--- src/rtl/rsa_pkg.sv ---
// rtl/rsa_pkg.sv - shared constants and state encoding for the Montgomery multiplier
package rsa_pkg;

    // Default operand/modulus width in bits.
    localparam int WIDTH = 8;

    // Start-sampling edge to done: WIDTH RUN steps, one CORR, one DONE.
    localparam int LATENCY = WIDTH + 2;

    typedef enum logic [1:0] {
        ST_IDLE = 2'd0,
        ST_RUN  = 2'd1,
        ST_CORR = 2'd2,
        ST_DONE = 2'd3
    } state_e;

endpackage

--- src/rtl/mmm_engine.sv ---
// rtl/mmm_engine.sv - bit-serial Montgomery multiplier, R = A*B*2^-WIDTH mod N
module mmm_engine #(
    parameter int WIDTH = rsa_pkg::WIDTH
) (
    input  logic             clk,
    input  logic             rst,
    input  logic             en,
    input  logic             start,
    input  logic             clr,
    input  logic [WIDTH-1:0] a,
    input  logic [WIDTH-1:0] b,
    input  logic [WIDTH-1:0] n,
    output logic [WIDTH-1:0] r,
    output logic             busy,
    output logic             done,
    output logic             n_err
);

    import rsa_pkg::*;

    localparam int IW = (WIDTH > 1) ? $clog2(WIDTH) : 1;
    // Two guard bits: acc < 2N before a step, and acc + B + N must not wrap.
    localparam int AW = WIDTH + 2;
    localparam logic [IW-1:0] LAST_IDX = IW'(WIDTH - 1);

    state_e           state_q, state_d;
    logic [WIDTH-1:0] a_q, a_d;
    logic [WIDTH-1:0] b_q, b_d;
    logic [WIDTH-1:0] n_q, n_d;
    logic [WIDTH-1:0] r_q, r_d;
    logic [AW-1:0]    acc_q, acc_d;
    logic [IW-1:0]    idx_q, idx_d;
    logic             n_err_q, n_err_d;

    logic [AW-1:0]    b_ext;
    logic [AW-1:0]    n_ext;
    logic [AW-1:0]    step_sum;
    logic [AW-1:0]    step_odd;
    logic [AW-1:0]    step_next;
    logic [AW-1:0]    corr_val;
    logic             corr_ge;
    logic             accept;

    // Datapath: one Montgomery step (add a_i*B, make even with N, halve) and the final conditional subtract.
    always_comb begin
        b_ext     = {2'b00, b_q};
        n_ext     = {2'b00, n_q};
        step_sum  = acc_q + (a_q[idx_q] ? b_ext : '0);
        step_odd  = step_sum + (step_sum[0] ? n_ext : '0);
        step_next = step_odd >> 1;
        corr_ge   = (acc_q >= n_ext);
        corr_val  = corr_ge ? (acc_q - n_ext) : acc_q;
    end

    // A new job may be loaded from IDLE or from DONE; clr always wins over start.
    always_comb begin
        accept = 1'b0;
        if (!clr && start && (state_q == ST_IDLE || state_q == ST_DONE)) begin
            accept = 1'b1;
        end
    end

    // Next-state and register update logic; every register holds by default.
    always_comb begin
        state_d = state_q;
        a_d     = a_q;
        b_d     = b_q;
        n_d     = n_q;
        r_d     = r_q;
        acc_d   = acc_q;
        idx_d   = idx_q;
        n_err_d = n_err_q;

        if (clr) begin
            state_d = ST_IDLE;
        end else begin
            case (state_q)
                ST_IDLE: begin
                    // Loading is handled uniformly below for IDLE and DONE.
                end
                ST_RUN: begin
                    acc_d = step_next;
                    idx_d = idx_q + IW'(1);
                    if (idx_q == LAST_IDX) begin
                        state_d = ST_CORR;
                    end
                end
                ST_CORR: begin
                    r_d     = corr_val[WIDTH-1:0];
                    state_d = ST_DONE;
                end
                ST_DONE: begin
                    state_d = ST_IDLE;
                end
                default: begin
                    state_d = ST_IDLE;
                end
            endcase
        end

        if (accept) begin
            state_d = ST_RUN;
            a_d     = a;
            b_d     = b;
            n_d     = n;
            acc_d   = '0;
            idx_d   = '0;
            n_err_d = ~n[0];
        end
    end

    // State registers: reset dominates everything, en gates all updates.
    always_ff @(posedge clk) begin
        if (rst) begin
            state_q <= ST_IDLE;
            a_q     <= '0;
            b_q     <= '0;
            n_q     <= '0;
            r_q     <= '0;
            acc_q   <= '0;
            idx_q   <= '0;
            n_err_q <= 1'b0;
        end else if (en) begin
            state_q <= state_d;
            a_q     <= a_d;
            b_q     <= b_d;
            n_q     <= n_d;
            r_q     <= r_d;
            acc_q   <= acc_d;
            idx_q   <= idx_d;
            n_err_q <= n_err_d;
        end
    end

    // Status outputs decoded from the registered state.
    always_comb begin
        busy  = (state_q == ST_RUN) || (state_q == ST_CORR);
        done  = (state_q == ST_DONE);
        r     = r_q;
        n_err = n_err_q;
    end

endmodule

--- config.mk ---
export PLATFORM = sky130hd
export DESIGN_NAME = mmm_engine
export DESIGN_NICKNAME = d
export VERILOG_FILES = /design/src/rtl/rsa_pkg.sv /design/src/rtl/mmm_engine.sv
export SDC_FILE = /design/constraint.sdc
export NUM_CORES = 1
export LEC_CHECK = 0
export ABC_CLOCK_PERIOD_IN_PS = 10000
export CORE_MARGIN = 3
export CORE_UTILIZATION = 45
export DETAILED_ROUTE_END_ITERATION = 16
export PLACE_DENSITY = 0.65
export SLEW_MARGIN = 20
export SYNTH_ARGS = -nofsm -noshare
export SYNTH_HDL_FRONTEND = slang
export SYNTH_SLANG_ARGS = --single-unit
--- constraint.sdc ---
create_clock -name clk -period 10 [get_ports clk]
set_clock_uncertainty 0.2 [all_clocks]
set_input_delay 2 -clock clk [delete_from_list [all_inputs] [get_ports clk]]
set_output_delay 2 -clock clk [all_outputs]
set_load 0.03 [all_outputs]
# Yosys cells after proc, flatten, opt, wreduce, memory -nomap -nowiden
# Cells that the tools add are included.
[classes] n_addsub=4 mul=0 div=0 magnitude_cmp=2 eq_ne=6 n_shift=0 n_mux=16 n_bitwise=2 n_reduce_logical=12
[op_table] operator="two-way mux 10 bit" n=3
[op_table] operator="two-way mux 8 bit" n=3
[op_table] operator="adder 10 x 8 -> 10 bit" n=2
[op_table] operator=">= comparator 10 x 8 -> 1 bit" n=1
[op_table] operator="two-way mux 3 bit" n=3
[op_table] operator="AND reduction 3 bit" n=3
[op_table] operator="subtractor 8 bit" n=1
[op_table] operator="two-way mux 2 bit" n=3
[op_table] operator="one-hot mux 2 bit (3 select lines)" n=1
[op_table] operator="nonzero test 5 bit" n=1
[op_table] operator="equality test 2 bit (second input constant)" n=2
[op_table] operator="< comparator 3 x 4 -> 1 bit (second input constant)" n=1
[op_table] operator="!= test 4 bit (second input constant)" n=1
[op_table] operator="adder 3 x 1 -> 3 bit (second input constant)" n=1
[op_table] operator="binary-select mux 1 bit (select 3 bit)" n=1
[op_table] operator="equality test 3 bit (second input constant)" n=1
[op_table] operator="equality test 2 x 1 -> 1 bit (second input constant)" n=1
[op_table] operator="logical AND 1 bit" n=2
[op_table] operator="zero test 2 bit" n=1
[op_table] operator="logical OR 1 bit" n=2
[op_table] operator="two-way mux 1 bit" n=2
[op_table] operator="!= test 2 x 1 -> 1 bit (second input constant)" n=1
[op_table] operator="NOT 1 bit" n=2
[op_table] operator="AND reduction 2 bit" n=1
[op_table] operator="2 further kinds" n=2
[word_totals] register_bits=48 latchBits=0 ram_bits=0 romBits=0 in_bits=29 out_inout_bits=11 word_cells=50 memories=0

# Depth between registers and ports, before layout
[logic_depth] depth_word=9 ltp_mapped=18 mapped_depth_nobuf=18

# Least setup slack after synthesis
# Ideal clock, no wire load.
[synth_timing] path_type="flip-flop to flip-flop" from="reg idx_q[0]" to="reg acc_q[8]" setup_time_ns=0.117 arrival_time_ns=3.742 required_time_ns=9.683 path_slack_ns=5.941 path_stages_with_launch=19 path_buffers=0 synth_period_minus_slack_ns=4.059 path_cell_list="dfxtp_1 mux4_2 mux2i_1 nand2b_1 inv_1 ha_1 a21o_1 a21o_1 a21oi_1 o21ai_0 a21oi_1 xnor2_1 ha_1 and3_1 a21oi_1 o21ai_0 o21ai_1 xor2_1 a22o_1"
[synth_between] elab_chain_cells=9
[synth_rtl] element="start, declared" line_no="mmm_engine.sv:32" text="logic [IW-1:0] idx_q, idx_d;"
[synth_rtl] element="start signal, assigned" line_no="mmm_engine.sv:130" text="idx_q <= idx_d;"
[synth_rtl] element="binary-select mux 1 bit (select 3 bit) *" line_no="mmm_engine.sv:48" text="step_sum = acc_q + (a_q[idx_q] ? b_ext : '0);"
[synth_rtl] element="two-way mux 1 bit (implied by the code) *" line_no="mmm_engine.sv:48"
[synth_rtl] element="two-way mux 8 bit *" line_no="mmm_engine.sv:48"
[synth_rtl] element="adder 10 x 8 -> 10 bit *" line_no="mmm_engine.sv:48"
[synth_rtl] element="two-way mux 8 bit" line_no="mmm_engine.sv:49" text="step_odd = step_sum + (step_sum[0] ? n_ext : '0);"
[synth_rtl] element="adder 10 x 8 -> 10 bit *" line_no="mmm_engine.sv:49"
[synth_rtl] element="two-way mux 10 bit *" line_no="mmm_engine.sv:77" text="case (state_q)"
[synth_rtl] element="two-way mux 10 bit *" line_no="mmm_engine.sv:74" text="if (clr) begin"
[synth_rtl] element="two-way mux 10 bit *" line_no="mmm_engine.sv:101" text="if (accept) begin"
[synth_rtl] element="end signal, assigned" line_no="mmm_engine.sv:120" text="acc_q <= '0;"
[synth_rtl] element="end signal, assigned" line_no="mmm_engine.sv:129" text="acc_q <= acc_d;"
[synth_rtl] element="end, declared" line_no="mmm_engine.sv:31" text="logic [AW-1:0] acc_q, acc_d;"
# Mark *: on every way between the ends. The rest lies on a longest branch, timed or not. The select of a mux whose other input is x is not followed.
# A chain may end at the register's enable or synchronous reset.

# Worst setup path after layout
# Ends and elaborated chain as after synthesis.

==> impl_metrics.json <==
{
  "outcome": "finished clean",
  "wl_per_cell_um": 12.9,
  "hold_depth": 2,
  "cts_made_buffers": 5,
  "synth-edff-count": 0,
  "dp_slack_ns": 5.51,
  "synth-seq-cells": 47,
  "power_per_cell_area_mw_per_mm2": 111,
  "yosys_warnings": 0,
  "syn-num-nets": 426,
  "drive_gt1_frac": 0.0553,
  "netlist_instances": 364,
  "routed_wl_um": 6140,
  "fin_crit_sh": 0.448,
  "clk_pin_slew_ns": 0.10,
  "postSynthAreaPerCell_um2": 8.23,
  "crit_type": "reg -> reg",
  "nNetsFinal": 460,
  "tightest_slew_ns": 0.781,
  "reg2reg_slack_ns": 5.52,
  "die_w_um": 87.6,
  "relSlewSlack": 0.479,
  "cpMostUsedCell": "a21oi_1",
  "htreeDepth": 2,
  "drc": 0,
  "finalWorstSetupSlack_ns": 5.52,
  "worst_setup_path_endpoint": "acc_q[8]",
  "drv_cap": 0,
  "clock_latency_ns": 0.30,
  "cp.required_ns": 10.01,
  "syn_to_final_growth_pct": 18.2,
  "synthTopCellsByArea": "dfxtp_1 (31%), ha_1 (13%), nand2_1 (8.3%)",
  "gp_congestion": 0.874,
  "max_stage_delay_ns": 0.52,
  "hold_path.class": "reg -> reg",
  "synth_top_area_share": 0.314,
  "start_util": 0.469,
  "drt_iter0_markers": 119,
  "cts_setup_buffers": 0,
  "synth_cell_types": 49,
  "clock-sinks": 47,
  "yosysTopAreaCell": "dfxtp_1",
  "maxSlewViolCount": 0,
  "die_area_mm2": 0.00767,
  "irDropWorstVdd_v": 0.0000753,
  "cts_max_path_buffers": 2,
  "synthFlopType": "dfxtp_1",
  "diodes": 0,
  "cts_root_buf": "clkbuf_8",
  "ios": 40,
  "cts_tree": "yes",
  "ys_seq_area_frac": 0.314,
  "grt_pass1_vias": 2301,
  "antenna_found_initial": 0,
  "fin_hold_ws_ns": 0.257,
  "finalSetupTns_ns": 0,
  "ctsResizeCount": 0,
  "r2r_start": "idx_q[0]",
  "die_height_um": 87.6,
  "port_buffers": 39,
  "ant_nets": 0,
  "grt_pass1_wl_um": 10700,
  "r2r_cells": 18,
  "rows": 29,
  "grt_max_degree": 41,
  "async_flop_share": 0,
  "fp.coreArea_mm2": 0.00639,
  "cts_hold_buf": 0,
  "rr_endpoint": "acc_q[8]",
  "finalSetupViolCount": 0,
  "cp-startpoint": "idx_q[0]",
  "cp-start-kind": "flip-flop",
  "final_hold_viol_count": 0,
  "syn_area_mm2": 0.00299,
  "worstPathMaxFanout": 8,
  "cp_slowest_cell": "mux4_2",
  "cp_cell_sequence": "mux4_2 > mux2i_1 > nand2b_1 > inv_1 > ha_1 > a21o_1 > a21o_1 > a21oi_1 > o21ai_0 > a21oi_1 > xnor2_1 > ha_1 > and3_1 > a21oi_1 > o21ai_0 > o21ai_1 > xor2_1 > a22o_1",
  "firstDrtPassIters": 4,
  "rsz0062_at_grt": "no",
  "cp.arrival_ns": 4.49,
  "max_freq_mhz": 223,
  "p_leak_nw": 1.45,
  "via_per_inst": 5.17,
  "hpwl_um": 4810,
  "cp-end-kind": "flip-flop",
  "period_minus_slack_ns": 4.48,
  "grt_use_total": 0.175,
  "fill_cells": 608,
  "vias": 2458,
  "grt-ovfl-total": 0
}
cells in the final DEF (no fill, tap or decap), drive strengths merged, types with 4 or more instances in the layout:
cell type,Yosys,final
nand2,66,66
a22oi,8,8
o21a,4,4
mux2i,5,5
and2,13,13
nand3,4,4
a21oi,41,41
inv,18,18
a21o,4,4
xor2,6,6
o211ai,4,4
dfxtp,47,47
ha,30,30
clkdlybuf4s50,0,39
clkbuf,10,5
nor2b,12,12
xnor2,13,13
o21ai,14,14
nor2,20,20
critical path, delay by kind of cell (launching register included):
kind / cells / cell delay (ns)
DFF: 1 / 0.43
AOI/OAI and AO/OA: 9 / 1.49
xor gates and xnor gates: 2 / 0.23
buffers and inverters: 1 / 0.06
adders and majority gates: 2 / 0.57
muxes: 2 / 1.01
and+or+nand+nor: 2 / 0.41
cell families after synthesis:
logic type | Yosys count | share of synthesized area
AOI/OAI and AO/OA | 95 | 0.208
buffers and inverters | 32 | 0.0435
xor gates and xnor gates | 19 | 0.0556
and+or+nand+nor | 131 | 0.202
adders and majority gates | 33 | 0.145
muxes | 7 | 0.0318
DFF | 47 | 0.314
per-stage QoR:
step | cell area, µm² | instances | total power [W] | util
after floorplan | 2990 | 364 | 0.000238 | -
after global placement | 3430 | 468 | 0.000258 | 0.538
after detailed placement | 3430 | 468 | 0.000258 | 0.538
after CTS | 3540 | 475 | 0.000397 | 0.554
after global routing | 3540 | 475 | 0.000411 | 0.554
final | 3540 | 475 | 0.000392 | 0.554
routing by layer:
layer | share of wire | global-route usage
met1 | 0.49 | 0.237
met2 | 0.46 | 0.286
met3 | 0.037 | 0.0310
met4 | 0.013 | 0.0502
met5 | 0 | 0
power by group:
group          leakage (nW)  internal [W]  total [W]  switching [W]
clock network        0.0502     0.0000732   0.000139      0.0000658
registers             0.381      0.000192   0.000195     0.00000335
logic                  1.02     0.0000288  0.0000578      0.0000289
total                  1.45      0.000294   0.000392      0.0000981
how the worst min path moves through the flow:
| stage | slack (ns) | end | startpoint |
|---|---|---|---|
| 3_5_place_dp | 0.25 | b_q[6] | b_q[6] |
| 6_report | 0.26 | b_q[6] | b_q[6] |
| 5_1_grt | 0.28 | b_q[4] | b_q[4] |
| 2_1_floorplan | 0.23 | b_q[0] | b_q[0] |
| 3_3_place_gp | 0.24 | b_q[6] | b_q[6] |
| 4_1_cts | 0.26 | b_q[2] | b_q[2] |
registers in the layout (all words and copies together), names as in the netlist:
signal and count:
n_err 1, n_q 8, state_q 2, idx_q 3, a_q 8, r 8, acc_q 9, b_q 8
layout make-up:
| type | instances | area [µm²] | area share |
|---|---|---|---|
| Tap cell | 77 | 96.3 | 0.0272 |
| Timing Repair Buffer | 41 | 405 | 0.115 |
| Clock buffer | 5 | 68.8 | 0.0194 |
| Sequential cell | 47 | 941 | 0.266 |
| Multi-Input combinational cell | 285 | 1920 | 0.543 |
| Clock inverter | 2 | 37.5 | 0.0106 |
| Inverter | 18 | 67.6 | 0.0191 |
cells in the mapped netlist (all sizes together) (6+ instances only):
cell type	number
xor2	6
o21ai	14
a22oi	8
ha	30
clkbuf	10
and2	13
xnor2	13
inv	18
nand2	66
a21oi	41
dfxtp	47
nor2	20
nor2b	12
Power figures use the tool's default switching activity.
